**config.mk**
```make
export PLATFORM = sky130hd
export DESIGN_NAME = wash_sequencer_flat
export DESIGN_NICKNAME = d
export VERILOG_FILES = /design/src/rtl/wash_if.sv /design/src/rtl/wash_sequencer.sv /design/src/flat_wrapper.sv
export SDC_FILE = /design/constraint.sdc
export NUM_CORES = 1
export LEC_CHECK = 0
export ABC_CLOCK_PERIOD_IN_PS = 13020
export CAP_MARGIN = 25
export CORE_MARGIN = 4
export CORE_UTILIZATION = 35
export DETAILED_ROUTE_END_ITERATION = 16
export GPL_TIMING_DRIVEN = 0
export PLACE_DENSITY = 0.54
export SYNTH_ARGS = -nofsm -noshare
export SYNTH_HDL_FRONTEND = slang
export SYNTH_SLANG_ARGS = --single-unit
export TNS_END_PERCENT = 10
```
**constraint.sdc**
```tcl
create_clock -name clk -period 13.02 [get_ports clk]
set_input_delay 3.255 -clock clk [delete_from_list [all_inputs] [get_ports clk]]
set_output_delay 3.255 -clock clk [all_outputs]
set_load 0.02 [all_outputs]
```
**src/rtl/wash_if.sv**
```systemverilog
// Panel inputs and actuator/display outputs of the wash sequencer.
// The master modport drives the panel side; the slave modport is the sequencer.
interface wash_if;
  logic       sec_tick;
  logic       power_led;
  logic       start_led;
  logic [2:0] model_now;
  logic [3:0] water_level;
  logic [2:0] phase;
  logic [6:0] time_now;
  logic [6:0] time_all;
  logic       inlet_valve;
  logic       drain_valve;
  logic       motor_on;
  logic       motor_fast;
  logic       if_finish;
  logic       buzzer;

  modport master (
    output sec_tick, power_led, start_led, model_now, water_level,
    input  phase, time_now, time_all, inlet_valve, drain_valve,
           motor_on, motor_fast, if_finish, buzzer
  );

  modport slave (
    input  sec_tick, power_led, start_led, model_now, water_level,
    output phase, time_now, time_all, inlet_valve, drain_valve,
           motor_on, motor_fast, if_finish, buzzer
  );
endinterface

```
**src/rtl/wash_sequencer.sv**
```systemverilog
// Washer run-time controller: sequences WASH -> RINSE -> SPIN for the selected
// programme, owns the phase/total countdowns and drives valves, motor and buzzer.
module wash_sequencer #(
  parameter int unsigned FILL_SEC = 3,
  parameter int unsigned BUZZ_SEC = 4
) (
  input  logic   clk,
  input  logic   reset,
  wash_if.slave  bus
);

  localparam int unsigned TW  = 7;
  localparam int unsigned LW  = 4;
  localparam int unsigned MW  = 3;
  localparam int unsigned BCW = $clog2(BUZZ_SEC + 1);

  typedef enum logic [2:0] {
    IDLE  = 3'd0,
    WASH  = 3'd1,
    RINSE = 3'd2,
    SPIN  = 3'd3,
    DONE  = 3'd4
  } phase_e;

  // Enabled phases as {spin, rinse, wash}; unused codes run the full programme.
  function automatic logic [2:0] enables(input logic [MW-1:0] m);
    case (m)
      3'b001:  enables = 3'b001;
      3'b010:  enables = 3'b011;
      3'b011:  enables = 3'b010;
      3'b100:  enables = 3'b110;
      3'b101:  enables = 3'b100;
      default: enables = 3'b111;
    endcase
  endfunction

  function automatic logic [TW-1:0] dur(input phase_e p, input logic [LW-1:0] l);
    case (p)
      WASH:    dur = TW'(9) + TW'(l);
      RINSE:   dur = TW'(9) + (TW'(l) << 1);
      SPIN:    dur = TW'(3) + TW'(l);
      default: dur = '0;
    endcase
  endfunction

  function automatic logic [TW-1:0] total(input logic [2:0] en, input logic [LW-1:0] l);
    total = (en[0] ? dur(WASH, l)  : '0)
          + (en[1] ? dur(RINSE, l) : '0)
          + (en[2] ? dur(SPIN, l)  : '0);
  endfunction

  function automatic phase_e first_phase(input logic [2:0] en);
    if (en[0])      first_phase = WASH;
    else if (en[1]) first_phase = RINSE;
    else            first_phase = SPIN;
  endfunction

  function automatic phase_e next_phase(input phase_e p, input logic [2:0] en);
    case (p)
      WASH:    next_phase = en[1] ? RINSE : (en[2] ? SPIN : DONE);
      RINSE:   next_phase = en[2] ? SPIN : DONE;
      default: next_phase = DONE;
    endcase
  endfunction

  phase_e            phase_q, phase_d;
  logic [TW-1:0]     time_now_q, time_now_d;
  logic [TW-1:0]     time_all_q, time_all_d;
  logic [MW-1:0]     model_q, model_d;
  logic [LW-1:0]     level_q, level_d;
  logic [BCW-1:0]    buzz_cnt_q, buzz_cnt_d;
  logic              start_prev_q, start_prev_d;
  logic              inlet_q, inlet_d;
  logic              drain_q, drain_d;
  logic              motor_q, motor_d;
  logic              fast_q, fast_d;
  logic              finish_q, finish_d;
  logic              buzzer_q, buzzer_d;

  logic              start_edge_c;
  logic [2:0]        en_live_c;
  logic [2:0]        en_lat_c;
  logic [LW-1:0]     level_eff_c;
  logic [TW-1:0]     elapsed_c;
  logic              run_c;
  logic              fill_c;
  logic              soak_c;

  always_ff @(posedge clk) begin
    if (!reset) begin
      phase_q      <= IDLE;
      time_now_q   <= '0;
      time_all_q   <= '0;
      model_q      <= '0;
      level_q      <= '0;
      buzz_cnt_q   <= '0;
      start_prev_q <= 1'b0;
      inlet_q      <= 1'b0;
      drain_q      <= 1'b0;
      motor_q      <= 1'b0;
      fast_q       <= 1'b0;
      finish_q     <= 1'b0;
      buzzer_q     <= 1'b0;
    end else begin
      phase_q      <= phase_d;
      time_now_q   <= time_now_d;
      time_all_q   <= time_all_d;
      model_q      <= model_d;
      level_q      <= level_d;
      buzz_cnt_q   <= buzz_cnt_d;
      start_prev_q <= start_prev_d;
      inlet_q      <= inlet_d;
      drain_q      <= drain_d;
      motor_q      <= motor_d;
      fast_q       <= fast_d;
      finish_q     <= finish_d;
      buzzer_q     <= buzzer_d;
    end
  end

  always_comb begin
    phase_d      = phase_q;
    time_now_d   = time_now_q;
    time_all_d   = time_all_q;
    model_d      = model_q;
    level_d      = level_q;
    buzz_cnt_d   = '0;
    start_prev_d = bus.start_led;
    start_edge_c = bus.start_led & ~start_prev_q;
    en_live_c    = enables(bus.model_now);
    en_lat_c     = enables(model_q);

    if (!bus.power_led) begin
      phase_d = IDLE;
    end else begin
      case (phase_q)
        IDLE: begin
          model_d = bus.model_now;
          level_d = bus.water_level;
          if (start_edge_c) begin
            phase_d    = first_phase(en_live_c);
            time_now_d = dur(phase_d, bus.water_level);
            time_all_d = total(en_live_c, bus.water_level);
          end
        end
        WASH, RINSE, SPIN: begin
          // Pause wins over a coincident tick: counts only move while running.
          if (bus.start_led && bus.sec_tick) begin
            time_all_d = time_all_q - TW'(1);
            if (time_now_q > TW'(1)) begin
              time_now_d = time_now_q - TW'(1);
            end else begin
              phase_d = next_phase(phase_q, en_lat_c);
              if (phase_d == DONE) begin
                time_now_d = '0;
                time_all_d = '0;
              end else begin
                time_now_d = dur(phase_d, level_q);
              end
            end
          end
        end
        DONE: begin
          buzz_cnt_d = buzz_cnt_q;
          if (bus.sec_tick) begin
            if (buzz_cnt_q == BCW'(BUZZ_SEC - 1)) phase_d = IDLE;
            else                                   buzz_cnt_d = buzz_cnt_q + BCW'(1);
          end
        end
        default: phase_d = IDLE;
      endcase
    end

    // IDLE previews the programme that a start would launch right now.
    if (phase_d == IDLE) begin
      time_now_d = dur(first_phase(en_live_c), bus.water_level);
      time_all_d = total(en_live_c, bus.water_level);
    end

    level_eff_c = (phase_q == IDLE) ? bus.water_level : level_q;
    elapsed_c   = dur(phase_d, level_eff_c) - time_now_d;
    run_c       = bus.power_led & bus.start_led;
    soak_c      = (phase_d == WASH) || (phase_d == RINSE);
    fill_c      = elapsed_c < TW'(FILL_SEC);

    inlet_d  = run_c && soak_c && fill_c;
    motor_d  = run_c && ((soak_c && !fill_c) || (phase_d == SPIN));
    drain_d  = run_c && (phase_d == SPIN);
    fast_d   = run_c && (phase_d == SPIN);
    finish_d = (phase_d == DONE) && (phase_q != DONE);
    buzzer_d = (phase_d == DONE);
  end

  assign bus.phase       = phase_q;
  assign bus.time_now    = time_now_q;
  assign bus.time_all    = time_all_q;
  assign bus.inlet_valve = inlet_q;
  assign bus.drain_valve = drain_q;
  assign bus.motor_on    = motor_q;
  assign bus.motor_fast  = fast_q;
  assign bus.if_finish   = finish_q;
  assign bus.buzzer      = buzzer_q;

endmodule

```
**src/flat_wrapper.sv**
```systemverilog
// flat-port wrapper written by rule: the top's interface ports become plain ports
module wash_sequencer_flat 
#(
  parameter int unsigned FILL_SEC = 3,
  parameter int unsigned BUZZ_SEC = 4
)
  (clk, reset, bus_sec_tick, bus_power_led, bus_start_led, bus_model_now, bus_water_level, bus_phase, bus_time_now, bus_time_all, bus_inlet_valve, bus_drain_valve, bus_motor_on, bus_motor_fast, bus_if_finish, bus_buzzer);
  wash_if bus_i ();
  input  logic clk;
  input  logic reset;
  input wire logic [$bits(bus_i.sec_tick)-1:0] bus_sec_tick;
  input wire logic [$bits(bus_i.power_led)-1:0] bus_power_led;
  input wire logic [$bits(bus_i.start_led)-1:0] bus_start_led;
  input wire logic [$bits(bus_i.model_now)-1:0] bus_model_now;
  input wire logic [$bits(bus_i.water_level)-1:0] bus_water_level;
  output wire logic [$bits(bus_i.phase)-1:0] bus_phase;
  output wire logic [$bits(bus_i.time_now)-1:0] bus_time_now;
  output wire logic [$bits(bus_i.time_all)-1:0] bus_time_all;
  output wire logic [$bits(bus_i.inlet_valve)-1:0] bus_inlet_valve;
  output wire logic [$bits(bus_i.drain_valve)-1:0] bus_drain_valve;
  output wire logic [$bits(bus_i.motor_on)-1:0] bus_motor_on;
  output wire logic [$bits(bus_i.motor_fast)-1:0] bus_motor_fast;
  output wire logic [$bits(bus_i.if_finish)-1:0] bus_if_finish;
  output wire logic [$bits(bus_i.buzzer)-1:0] bus_buzzer;
  assign bus_i.sec_tick = bus_sec_tick;
  assign bus_i.power_led = bus_power_led;
  assign bus_i.start_led = bus_start_led;
  assign bus_i.model_now = bus_model_now;
  assign bus_i.water_level = bus_water_level;
  assign bus_phase = bus_i.phase;
  assign bus_time_now = bus_i.time_now;
  assign bus_time_all = bus_i.time_all;
  assign bus_inlet_valve = bus_i.inlet_valve;
  assign bus_drain_valve = bus_i.drain_valve;
  assign bus_motor_on = bus_i.motor_on;
  assign bus_motor_fast = bus_i.motor_fast;
  assign bus_if_finish = bus_i.if_finish;
  assign bus_buzzer = bus_i.buzzer;
  wash_sequencer #(.FILL_SEC(FILL_SEC), .BUZZ_SEC(BUZZ_SEC)) u_core (.clk(clk), .reset(reset), .bus(bus_i));
endmodule
```
Word-level counts from Yosys, hierarchy flattened:

Index checks and enable logic that the tools add are counted.

* register bits after elaboration: 33
* latch bits: 0
* memory bits (writable): 0
* ROM bits: 0
* bits of input ports: 12
* output and inout port bits: 23
* logic and storage cells: 145
* memories kept: 0

* add/subtract/negate cells: 17
* multiply operators: 0
* div/mod/pow operators: 0
* $lt $le $gt $ge: 2
* eq/ne operators: 32
* shifts and indexed selects: 0
* multiplexer cells: 59
* bitwise operators: 4
* reduce and logical (&&, ||, !) cells: 19

Operator list (count)
* 7-bit 2-to-1 mux: 30
* 7-bit case mux with 3 select lines: 4
* 3-bit 2-to-1 mux: 17
* 3-bit by 2-bit equality test with 1-bit output, second input constant: 15
* 3-bit case mux with 5 select lines: 2
* 7-bit adder: 4
* 7-bit case mux with 2 select lines: 2
* 3-bit by 1-bit equality test with 1-bit output, second input constant: 7
* 3-bit equality test, second input constant: 7
* 4-bit by 5-bit adder with 6-bit output, first input constant: 3
* 2-bit by 4-bit adder with 5-bit output, first input constant: 3
* 4-bit by 4-bit adder with 5-bit output, first input constant: 3
* 7-bit by 1-bit subtractor with 7-bit output, second input constant: 2
* 3-bit case mux with 3 select lines: 1
* 7-bit by 1-bit > comparator with 1-bit output, second input constant: 1
* 1-bit logical AND: 7
* 7-bit by 2-bit < comparator with 1-bit output, second input constant: 1
* 7-bit subtractor: 1
* 3-bit logical NOT: 2
* 3-bit by 1-bit inequality test with 1-bit output, second input constant: 2
* 3-bit case mux with 2 select lines: 1
* 4-bit 2-to-1 mux: 1
* 2-bit AND reduction: 2
* 4-bit AND reduction: 1
* other kinds (11): 14

Depth between registers and ports, before layout:

Gate-level depths: netlist (run 1).

* depth in word-level cells: 24
* mapped depth: 21
* depth with buffers taken out: 20

Worst setup path after synthesis (run 1):

Ideal clock, no wire load.

* path type: in2reg
* start: input bus_model_now[1]
* end: register u_core.motor_q (netlist: u_core.bus.motor_on)
* library setup time: 0.128 ns
* arrival: 6.840 ns
* required time: 12.892 ns
* path slack: 6.053 ns
* stages on the path: 21
* path buffers: 3
* path through: buf_2 nand2b_1 clkbuf_1 o21a_1 a32oi_1 o21ai_2 buf_2 nand2_1 inv_1 ha_1 nor2b_1 o21ai_0 xor2_1 o22ai_1 ha_1 o21a_1 o31a_1 o21a_1 a211o_1 a2111oi_4 a211oi_2

* word-level cells in the longest chain between the ends: 19
* elaborated cells on any way between the ends: 39
* those cells by class: 1 x add/sub; 1 x order compare; 14 x eq/ne; 17 x mux; 6 x reduce/logical

Ends and longest elaborated chain
* start: declaration: RTL line flat_wrapper.sv:14 `input wire logic [$bits(bus_i.model_now)-1:0] bus_model_now;`
* 3-bit equality test, or another cell as far along: RTL line wash_sequencer.sv:27 `case (m)`
* 3-bit case mux with 5 select lines *: RTL line wash_sequencer.sv:27
* 1-bit 2-to-1 mux: RTL line wash_sequencer.sv:54 `else if (en[1]) first_phase = RINSE;`
* 3-bit 2-to-1 mux *: RTL line wash_sequencer.sv:53 `if (en[0]) first_phase = WASH;`
* 3-bit 2-to-1 mux: RTL line wash_sequencer.sv:140 `if (start_edge_c) begin`
* 3-bit 2-to-1 mux: RTL line wash_sequencer.sv:136 `case (phase_q)`
* 3-bit 2-to-1 mux: RTL line wash_sequencer.sv:133 `if (!bus.power_led) begin`
* 3-bit by 2-bit equality test with 1-bit output or 3-bit by 1-bit equality test with 1-bit output (tied branches): RTL line wash_sequencer.sv:38 `case (p)`
* [3 not listed]
* 7-bit 2-to-1 mux: RTL line wash_sequencer.sv:133
* 7-bit 2-to-1 mux: RTL line wash_sequencer.sv:175 `if (phase_d == IDLE) begin`
* 7-bit subtractor: RTL line wash_sequencer.sv:181 `elapsed_c = dur(phase_d, level_eff_c) - time_now_d;`
* 7-bit by 2-bit < comparator with 1-bit output: RTL line wash_sequencer.sv:184 `fill_c = elapsed_c < TW'(FILL_SEC);`
* 1-bit logical NOT: RTL line wash_sequencer.sv:187 `motor_d = run_c && ((soak_c && !fill_c) || (phase_d == SPIN));`
* 1-bit logical AND: RTL line wash_sequencer.sv:187
* 1-bit logical OR *: RTL line wash_sequencer.sv:187
* 1-bit logical AND *: RTL line wash_sequencer.sv:187
* end signal: assignment: RTL line wash_sequencer.sv:114 `motor_q <= motor_d;`
* end: declaration: RTL line wash_sequencer.sv:75 `logic motor_q, motor_d;`

Every way passes the cells marked *; elsewhere a longest branch is shown, timed or not. The select of a mux whose other input is x is not followed.
A chain may end at the register's enable or synchronous reset.

Worst setup path after layout (run 1):

* start: input bus_power_led
* end: register u_core.motor_q (netlist: u_core.bus.motor_on)

* word-level cells in the longest chain between the ends: 9
* elaborated cells on any way between the ends: 16
* those cells by class: 1 x add/sub; 1 x order compare; 3 x eq/ne; 4 x mux; 1 x bitwise; 6 x reduce/logical

Ends and longest elaborated chain
* start: declaration: RTL line flat_wrapper.sv:12 `input wire logic [$bits(bus_i.power_led)-1:0] bus_power_led;`
* 3-bit 2-to-1 mux: RTL line wash_sequencer.sv:133
* 3-bit by 2-bit equality test with 1-bit output, or another cell as far along: RTL line wash_sequencer.sv:38, wash_sequencer.sv:187
* 7-bit case mux with 3 select lines or 7-bit 2-to-1 mux (tied branches): RTL line wash_sequencer.sv:38, wash_sequencer.sv:175
* 7-bit subtractor: RTL line wash_sequencer.sv:181
* 7-bit by 2-bit < comparator with 1-bit output: RTL line wash_sequencer.sv:184
* 1-bit logical NOT: RTL line wash_sequencer.sv:187
* 1-bit logical AND: RTL line wash_sequencer.sv:187
* 1-bit logical OR: RTL line wash_sequencer.sv:187
* 1-bit logical AND *: RTL line wash_sequencer.sv:187

Every way passes the cells marked *; elsewhere a longest branch is shown, timed or not.

==> tab_implementation.tex, run 1 <==
\begin{tabular}{lr}
\hline
Metric & Value \\
\hline
\multicolumn{2}{l}{\textbf{Run status}} \\
\quad Outcome & finished, final reports clean \\
\multicolumn{2}{l}{\textbf{Critical path}} \\
\quad Kind of cell adding the most delay to the critical path & compound AO/OA/AOI/OAI gates \\
\quad Maximum cell stage delay along the critical path & 510 ps \\
\quad CP Launch Type & input pin \\
\quad Data arrival at the endpoint of the critical path & 7850 ps \\
\quad Worst r2r dst & u\_core.bus.motor\_on \\
\quad Slack of the worst reg-to-reg path & 8180 ps \\
\quad Data required time of the worst path & 13190 ps \\
\quad Highest net fanout along the worst path & 10 \\
\quad Crit Reg-Reg Startpoint & u\_core.bus.phase[1] \\
\quad Crit. End Element & flop \\
\quad Worst Path Buf+Inv & 4 \\
\quad Worst-path cell with the longest stage delay & sky130\_fd\_sc\_hd\_\_clkdlybuf4s50\_1 \\
\quad Kind of critical path & input pin to flop \\
\quad Worst path cell trace & clkdlybuf4s50\_1 -> nor2b\_1 -> clkbuf\_1 -> and3\_1 -> a32oi\_1 -> o21ai\_2 -> buf\_2 -> nand2\_1 -> inv\_1 -> ha\_1 -> nor2b\_1 -> o21ai\_0 -> xor2\_1 -> o22ai\_1 -> ha\_1 -> o21a\_1 -> o31a\_1 -> o21a\_1 -> a211o\_1 -> a2111oi\_4 -> a211oi\_2 \\
\quad Path depth of the worst reg2reg path & 19 \\
\multicolumn{2}{l}{\textbf{Final layout}} \\
\quad Multi-input combinational cell area & 0.00252 mm2 \\
\quad Top library cells by usage in the layout, fill and taps aside & 40 x sky130\_fd\_sc\_hd\_\_nand2\_1, 33 x sky130\_fd\_sc\_hd\_\_clkdlybuf4s50\_1, 33 x sky130\_fd\_sc\_hd\_\_dfxtp\_1 \\
\quad Share of the core filled with cells & 0.424 \\
\quad Number of inserted filler cells in the final layout & 988 \\
\quad Final instance area & 0.00395 mm2 \\
\quad Layout cells sized above 1 & 0.0644 \\
\quad Net count, final & 513 \\
\quad Layout area overhead & 17.3\% \\
\quad Reg area & 661 um2 \\
\quad Commonest non-fill, non-tap cell in the layout & sky130\_fd\_sc\_hd\_\_nand2\_1 \\
\quad Count of antenna diodes in the layout & 0 \\
\multicolumn{2}{l}{\textbf{Clock tree}} \\
\quad Hold buffer count at cts & 0 \\
\quad Number of buffers on the longest clock path & 2 \\
\quad Worst-Skew Late Latency & 290 ps \\
\quad CTS tree & built \\
\quad Sinks on Clock Net & 33 \\
\quad H-tree lvl count & 2 \\
\quad Post-CTS Setup Inserts & 0 \\
\quad Clock buffers created by TritonCTS & 5 \\
\quad Clock slew at reported path FFs & 70 ps \\
\quad Post-CTS Resized & 0 \\
\quad Clock tree root driver cell & sky130\_fd\_sc\_hd\_\_clkbuf\_8 \\
\multicolumn{2}{l}{\textbf{Worst hold path}} \\
\quad Classification of the worst-slack hold path & flop to flop \\
\quad Min-Delay Path Depth & 2 \\
\quad Start point of the worst min-delay path & u\_core.bus.time\_all[6] \\
\quad Hold Path Sink & u\_core.bus.time\_all[6] \\
\multicolumn{2}{l}{\textbf{Route}} \\
\quad Remaining routing DRC violations & 0 \\
\quad Drt first pass iters & 4 \\
\quad Antenna Nets Post-Route & 0 \\
\quad Via/cell ratio & 5.57 \\
\quad Total wirelength of the detailed-routed design & 10200 um \\
\quad DR vias & 3316 \\
\quad Detailed-route wire length per cell & 17.2 um \\
\quad Iter 0 DRT Violations & 150 \\
\multicolumn{2}{l}{\textbf{Synthesis}} \\
\quad Library cells used by synthesis & 70 \\
\quad Warnings, synthesis & 0 \\
\quad Number of register bits inferred by synthesis & 33 \\
\quad Fraction of the yosys area taken by sequential cells & 0.196 \\
\quad Main combinational cell family by area after synthesis & compound AO/OA/AOI/OAI gates \\
\quad Area contributors post-synth & sky130\_fd\_sc\_hd\_\_dfxtp\_1 20\%, sky130\_fd\_sc\_hd\_\_ha\_1 9.6\%, sky130\_fd\_sc\_hd\_\_fa\_1 5.3\%, sky130\_fd\_sc\_hd\_\_nand2\_1 4.5\%, sky130\_fd\_sc\_hd\_\_inv\_1 3.1\% \\
\quad Synth Area per Inst & 7.92 um2 \\
\quad Complex-gate fraction of the synthesized area & 0.273 \\
\quad Cell count after synthesis & 426 \\
\quad XOR/XNOR Fraction of Synth Area & 0.0390 \\
\quad Adder-cell share of the synthesized area & 0.150 \\
\quad Simple-gate share of the synthesized area & 0.257 \\
\quad Synthesized net count & 473 \\
\quad Post-Syn Area & 0.00337 mm2 \\
\quad Number of flops mapped to enable cells by yosys & 0 \\
\quad Yosys top cell by area & sky130\_fd\_sc\_hd\_\_dfxtp\_1 \\
\quad Fraction of post-synthesis cell area in the top cell type by area & 0.196 \\
\quad Proportion of register bits with asynchronous set or reset after synthesis & 0 \\
\quad Leading register cell type out of synthesis & sky130\_fd\_sc\_hd\_\_dfxtp\_1 \\
\quad Mux share of post-synthesis cell area & 0.0271 \\
\multicolumn{2}{l}{\textbf{Die}} \\
\quad Width of the die & 106 um \\
\quad Floorplan row count & 35 \\
\quad Die Ht & 106 um \\
\quad Starting Density & 0.362 \\
\quad Core area & 0.00933 mm2 \\
\quad Number of primary I/O pins & 35 \\
\quad Die area & 0.0113 mm2 \\
\multicolumn{2}{l}{\textbf{STA}} \\
\quad Setup total negative slack & 0 ps \\
\quad Share of the cycle needed by the critical path after routing & 0.590 \\
\quad Final count of negative-setup-slack endpoints & 0 \\
\quad Worst-case clock skew & 10.1 ps \\
\quad Final-report max-slew violation count & 0 \\
\quad Count of final hold-check violations & 0 \\
\quad Maximum achievable frequency & 0.130 GHz \\
\quad Relative slew slack & 0.408 \\
\quad Transition time of the tightest slew-check pin & 888 ps \\
\quad Unrepaired setup endpoints after global routing & false \\
\quad Time the worst path needs with I/O delays and setup & 7680 ps \\
\multicolumn{2}{l}{\textbf{Global routing}} \\
\quad Largest net degree at the start of global routing & 11 \\
\quad Number of global-route vias before repair & 3246 \\
\quad Antenna violations before repair & 0 \\
\quad GR Util All Layers & 0.188 \\
\quad GRT overflow & 0 \\
\quad First-pass GRT wire length & 17000 um \\
\multicolumn{2}{l}{\textbf{Place}} \\
\quad Count of input and output buffers & 33 \\
\quad Placer Congestion & 0.908 \\
\quad Area after detailed placement & 0.00386 mm2 \\
\quad DP HPWL & 8030 um \\
\multicolumn{2}{l}{\textbf{Pwr}} \\
\quad Power per unit of standard cell area & 98.1 mW/mm2 \\
\quad Worst VDD drop & 0.0000732 V \\
\quad Static Leakage & 1.60 nW \\
\multicolumn{2}{l}{\textbf{Job}} \\
\quad Max Cap Viol & 0 \\
\hline
\end{tabular}
## state kept, by name (all words and copies together) (netlist names)
| signal | count |
|---|---|
| u_core.bus.buzzer | 1 |
| u_core.bus.drain_valve | 1 |
| u_core.bus.if_finish | 1 |
| u_core.bus.inlet_valve | 1 |
| u_core.bus.motor_on | 1 |
| u_core.bus.phase | 3 |
| u_core.bus.time_all | 7 |
| u_core.bus.time_now | 7 |
| u_core.buzz_cnt_q | 3 |
| u_core.level_q | 4 |
| u_core.model_q | 3 |
| u_core.start_prev_q | 1 |
## cells in the mapped netlist, drive strengths merged (3+ instances only)
cell and number:
a2111oi 4, a211oi 6, a21boi 4, a21o 4
a21oi 21, a31oi 5, a32oi 3, and2 16
and3 5, buf 8, clkbuf 11, dfxtp 33
fa 9, ha 26, inv 29, mux2i 8
nand2 41, nand2b 15, nand3 12, nand3b 4
nand4 3, nor2 25, nor2b 14, nor3 9
nor3b 5, nor4 5, o2111ai 3, o211ai 5
o21a 7, o21ai 19, o21bai 4, o22ai 12
o31ai 9, xnor2 8, xor2 7
## layer usage
layer | vias up | wire length [um] | share of wire | track usage
met5 | - | 0 | 0 | 0
met2 | 103 | 4650 | 0.45 | 0.300
met1 | 1567 | 4820 | 0.47 | 0.257
met3 | 20 | 471 | 0.046 | 0.0273
met4 | 0 | 274 | 0.027 | 0.0675
li1 | 1626 | - | - | -
## final cells by class
cell class | instances | share of cell area
Buffer | 19 | 0.0218
Clock buffer | 6 | 0.0209
Clock inverter | 1 | 0.00190
Inverter | 29 | 0.0275
Multi-Input combinational cell | 345 | 0.636
Sequential cell | 33 | 0.167
Tap cell | 129 | 0.0408
Timing Repair Buffer | 33 | 0.0835
## logic make-up (layout without fill, tap and decap cells)
logic type / Yosys count / after routing
adder cells (fa/ha/maj): 35 / 35
multiplexers: 9 / 9
AND/OR/NAND/NOR: 161 / 161
buffers and inverters: 48 / 88
XOR/XNOR: 15 / 15
AO/OA/AOI/OAI: 125 / 125
flip-flops: 33 / 33
## report_power, final
part / switching [mW] / internal (mW) / total (mW)
Clock: 0.0406 / 0.0418 / 0.0825
Combinational: 0.104 / 0.0770 / 0.181
Sequential: 0.0141 / 0.110 / 0.124
Total: 0.159 / 0.229 / 0.388
## worst reg2reg max path, delay by kind of cell (launching register included)
family / cells / cell delay (ps)
flip-flops: 1 / 360
AND/OR/NAND/NOR: 3 / 820
adder cells (fa/ha/maj): 2 / 570
buffers and inverters: 2 / 350
AO/OA/AOI/OAI: 12 / 2610
## worst max-delay path by stage
stage                     startpoint  depth (start not counted)             endpoint  slack, ps
floorplan           bus_model_now[1]                         21  u_core.bus.motor_on       6050
global placement       bus_start_led                         20  u_core.bus.motor_on       5070
detailed placement     bus_start_led                         20  u_core.bus.motor_on       5070
CTS                    bus_power_led                         21  u_core.bus.motor_on       5340
global route           bus_power_led                         21  u_core.bus.motor_on       4940
finish                 bus_power_led                         21  u_core.bus.motor_on       5340
## per-stage QoR
stage,cells,setup slack (ps),hold slack [ps],power (mW)
after floorplan,426,6050,453,0.251
after detailed placement,588,5070,479,0.305
after CTS,595,5340,491,0.389
final,595,5340,492,0.388
after global routing,595,4940,523,0.416
after global placement,588,5070,469,0.306
No activity file was read; power rests on OpenSTA's default activity.
==> run 2: changes to the inputs <==
- ABC_CLOCK_PERIOD_IN_PS: 13020 -> 6650
- PLACE_DENSITY: 0.54 -> 0.56
- clock period: 13.02 -> 6.65 ns (I/O delays scaled with it)
==> tab_implementation.tex, run 2 (synthesized netlist as in run 1, its figures left out) <==
\begin{tabular}{lr}
\hline
Metric & Value \\
\hline
\multicolumn{2}{l}{\textbf{Run status}} \\
\quad Outcome & finished, final reports clean (unchanged) \\
\multicolumn{2}{l}{\textbf{Final layout}} \\
\quad Final standard cell count with taps included and fillers excluded & 595 (unchanged) \\
\quad Commonest non-fill, non-tap cell in the layout & sky130\_fd\_sc\_hd\_\_nand2\_1 (unchanged) \\
\quad Reg area & 661 um2 (unchanged) \\
\quad Share of the core filled with cells & 0.423 (was 0.424) \\
\quad Top library cells by usage in the layout, fill and taps aside & 40 x sky130\_fd\_sc\_hd\_\_nand2\_1, 33 x sky130\_fd\_sc\_hd\_\_clkdlybuf4s50\_1, 33 x sky130\_fd\_sc\_hd\_\_dfxtp\_1 (unchanged) \\
\quad Multi-input combinational cell area & 0.00252 mm2 (unchanged) \\
\quad Net count, final & 513 (unchanged) \\
\quad Layout cells sized above 1 & 0.0622 (was 0.0644) \\
\quad Count of antenna diodes in the layout & 0 (unchanged) \\
\quad Layout area overhead & 17.1\% (was 17.3\%) \\
\quad Number of inserted filler cells in the final layout & 974 (was 988) \\
\multicolumn{2}{l}{\textbf{Worst hold path}} \\
\quad Start point of the worst min-delay path & u\_core.model\_q[0] (was u\_core.bus.time\_all[6]) \\
\quad Classification of the worst-slack hold path & flop to flop (unchanged) \\
\quad Hold Path Sink & u\_core.model\_q[0] (was u\_core.bus.time\_all[6]) \\
\quad Min-Delay Path Depth & 2 (unchanged) \\
\multicolumn{2}{l}{\textbf{Pwr}} \\
\quad Worst VDD drop & 0.000135 V (was 0.0000732 V) \\
\quad Power per unit of standard cell area & 191 mW/mm2 (was 98.1 mW/mm2) \\
\quad Static Leakage & 1.60 nW (about the same) \\
\multicolumn{2}{l}{\textbf{Route}} \\
\quad Antenna Nets Post-Route & 0 (unchanged) \\
\quad Total wirelength of the detailed-routed design & 10000 um (was 10200 um) \\
\quad Via/cell ratio & 5.56 (was 5.57) \\
\quad Remaining routing DRC violations & 0 (unchanged) \\
\quad Detailed-route wire length per cell & 16.8 um (was 17.2 um) \\
\quad Drt first pass iters & 5 (was 4) \\
\quad DR vias & 3311 (was 3316) \\
\quad Iter 0 DRT Violations & 218 (was 150) \\
\multicolumn{2}{l}{\textbf{Critical path}} \\
\quad CP Launch Type & input pin (unchanged) \\
\quad Worst-path cell with the longest stage delay & sky130\_fd\_sc\_hd\_\_clkdlybuf4s50\_1 (unchanged) \\
\quad Data required time of the worst path & 6820 ps (was 13190 ps) \\
\quad Slack of the worst reg-to-reg path & 1920 ps (was 8180 ps) \\
\quad Worst path cell trace & clkdlybuf4s50\_1 -> nor2b\_1 -> clkbuf\_1 -> and3\_1 -> a32oi\_1 -> o21ai\_2 -> buf\_2 -> nand2\_1 -> inv\_1 -> ha\_1 -> nor2b\_1 -> o21ai\_0 -> xor2\_1 -> o22ai\_1 -> ha\_1 -> o21a\_1 -> o31a\_1 -> o21a\_1 -> a211o\_1 -> a2111oi\_4 -> a211oi\_2 (unchanged) \\
\quad Path depth of the worst reg2reg path & 20 (was 19) \\
\quad Crit path launch & bus\_power\_led (unchanged) \\
\quad Crit Reg-Reg Startpoint & u\_core.bus.phase[1] (unchanged) \\
\quad Kind of critical path & input pin to flop (unchanged) \\
\quad Worst r2r dst & u\_core.bus.motor\_on (unchanged) \\
\quad Maximum cell stage delay along the critical path & 490 ps (was 510 ps) \\
\quad Highest net fanout along the worst path & 10 (unchanged) \\
\quad Data arrival at the endpoint of the critical path & 6230 ps (was 7850 ps) \\
\quad Crit. End Element & flop (unchanged) \\
\multicolumn{2}{l}{\textbf{Clock tree}} \\
\quad Hold buffer count at cts & 0 (unchanged) \\
\quad H-tree lvl count & 2 (unchanged) \\
\quad Clock tree root driver cell & sky130\_fd\_sc\_hd\_\_clkbuf\_8 (unchanged) \\
\quad Clock slew at reported path FFs & 70 ps (about the same) \\
\quad Number of buffers on the longest clock path & 2 (unchanged) \\
\quad Post-CTS Resized & 0 (unchanged) \\
\quad Clock buffers created by TritonCTS & 5 (unchanged) \\
\quad Worst-Skew Late Latency & 290 ps (about the same) \\
\quad CTS tree & built (unchanged) \\
\quad Post-CTS Setup Inserts & 0 (unchanged) \\
\quad Sinks on Clock Net & 33 (unchanged) \\
\multicolumn{2}{l}{\textbf{STA}} \\
\quad Worst-case clock skew & 4.43 ps (was 10.1 ps) \\
\quad Setup total negative slack & 0 ps (unchanged) \\
\quad Final-report max-slew violation count & 0 (unchanged) \\
\quad Time the worst path needs with I/O delays and setup & 6060 ps \\
\quad Unrepaired setup endpoints after global routing & false (unchanged) \\
\quad Relative slew slack & 0.337 (was 0.408) \\
\quad Count of final hold-check violations & 0 (unchanged) \\
\quad Maximum achievable frequency & 0.165 GHz \\
\quad Share of the cycle needed by the critical path after routing & 0.911 \\
\quad Final count of negative-setup-slack endpoints & 0 (unchanged) \\
\quad Transition time of the tightest slew-check pin & 995 ps (was 888 ps) \\
\multicolumn{2}{l}{\textbf{Global routing}} \\
\quad Largest net degree at the start of global routing & 11 (unchanged) \\
\quad GRT overflow & 0 (unchanged) \\
\quad First-pass GRT wire length & 16500 um (was 17000 um) \\
\quad Antenna violations before repair & 0 (unchanged) \\
\quad Number of global-route vias before repair & 3233 (was 3246) \\
\quad GR Util All Layers & 0.182 (was 0.188) \\
\multicolumn{2}{l}{\textbf{Die}} \\
\quad Die area & 0.0113 mm2 (unchanged) \\
\quad Core area & 0.00933 mm2 (unchanged) \\
\quad Die Ht & 106 um (unchanged) \\
\quad Floorplan row count & 35 (unchanged) \\
\quad Starting Density & 0.362 (unchanged) \\
\quad Width of the die & 106 um (unchanged) \\
\quad Number of primary I/O pins & 35 (unchanged) \\
\multicolumn{2}{l}{\textbf{Place}} \\
\quad Count of input and output buffers & 33 (unchanged) \\
\quad DP HPWL & 7900 um (was 8030 um) \\
\quad Placer Congestion & 0.860 (was 0.908) \\
\quad Placed Cells incl. Taps & 588 (unchanged) \\
\multicolumn{2}{l}{\textbf{Job}} \\
\quad Max Cap Viol & 0 (unchanged) \\
\hline
\end{tabular}
-- run 2: cell types whose count changed in the layout (fill, tap and decap cells not counted) --
cell / before / now
sky130_fd_sc_hd__clkbuf_1: 11 / 12
sky130_fd_sc_hd__clkinvlp_4: 1 / 0
-- run 2: metal layers --
layer | part of all wire | global-route usage | vias up
met3 | 0.044 | 0.0267 | 18
met4 | 0.023 | 0.0601 | 0
met1 | 0.47 | 0.244 | 1571
li1 | - | - | 1631
met5 | 0 | 0 | -
met2 | 0.47 | 0.301 | 91
-- run 2: final cells by class --
type                            count  area share
Tap cell                          129      0.0409
Inverter                           29      0.0276
Buffer                             19      0.0219
Clock buffer                        7      0.0219
Timing Repair Buffer               33      0.0836
Multi-Input combinational cell    345       0.637
Sequential cell                    33       0.167
-- run 2: per-stage QoR --
stage | setup WS [ps] | instance area, um2 | power [mW] | hold WS (ps)
6_report | 594 | 3950 | 0.753 | 486
3_3_place_gp | 338 | 3860 | 0.595 | 477
2_1_floorplan | 1280 | 3370 | 0.491 | 453
5_1_grt | 206 | 3950 | 0.807 | 529
4_1_cts | 610 | 3950 | 0.759 | 491
3_5_place_dp | 314 | 3860 | 0.598 | 479
-- run 2: power by group --
| group | switching [mW] | internal (mW) |
|---|---|---|
| clock network | 0.0743 | 0.0821 |
| logic | 0.202 | 0.151 |
| registers | 0.0273 | 0.216 |
-- run 2: worst max-delay path by stage --
stage,endpoint,cells after the start
6_report,u_core.bus.motor_on,21
4_1_cts,u_core.bus.motor_on,21
3_3_place_gp,u_core.bus.motor_on,20
2_1_floorplan,u_core.bus.motor_on,21
3_5_place_dp,u_core.bus.motor_on,20
5_1_grt,u_core.bus.motor_on,21
-- run 2: worst max-delay path, delay by kind of cell --
family	cells	cell delay (ps)
adders and majority gates	2	570
xor gates and xnor gates	1	190
buffers and inverters	4	1280
and+or+nand+nor	4	700
AOI/OAI and AO/OA	10	1800
==> run 3: changes to the inputs <==
- CAP_MARGIN: 25 -> unset
==> results of run 3 <==
Final layout, timing and power as in run 2 (identical DEF).
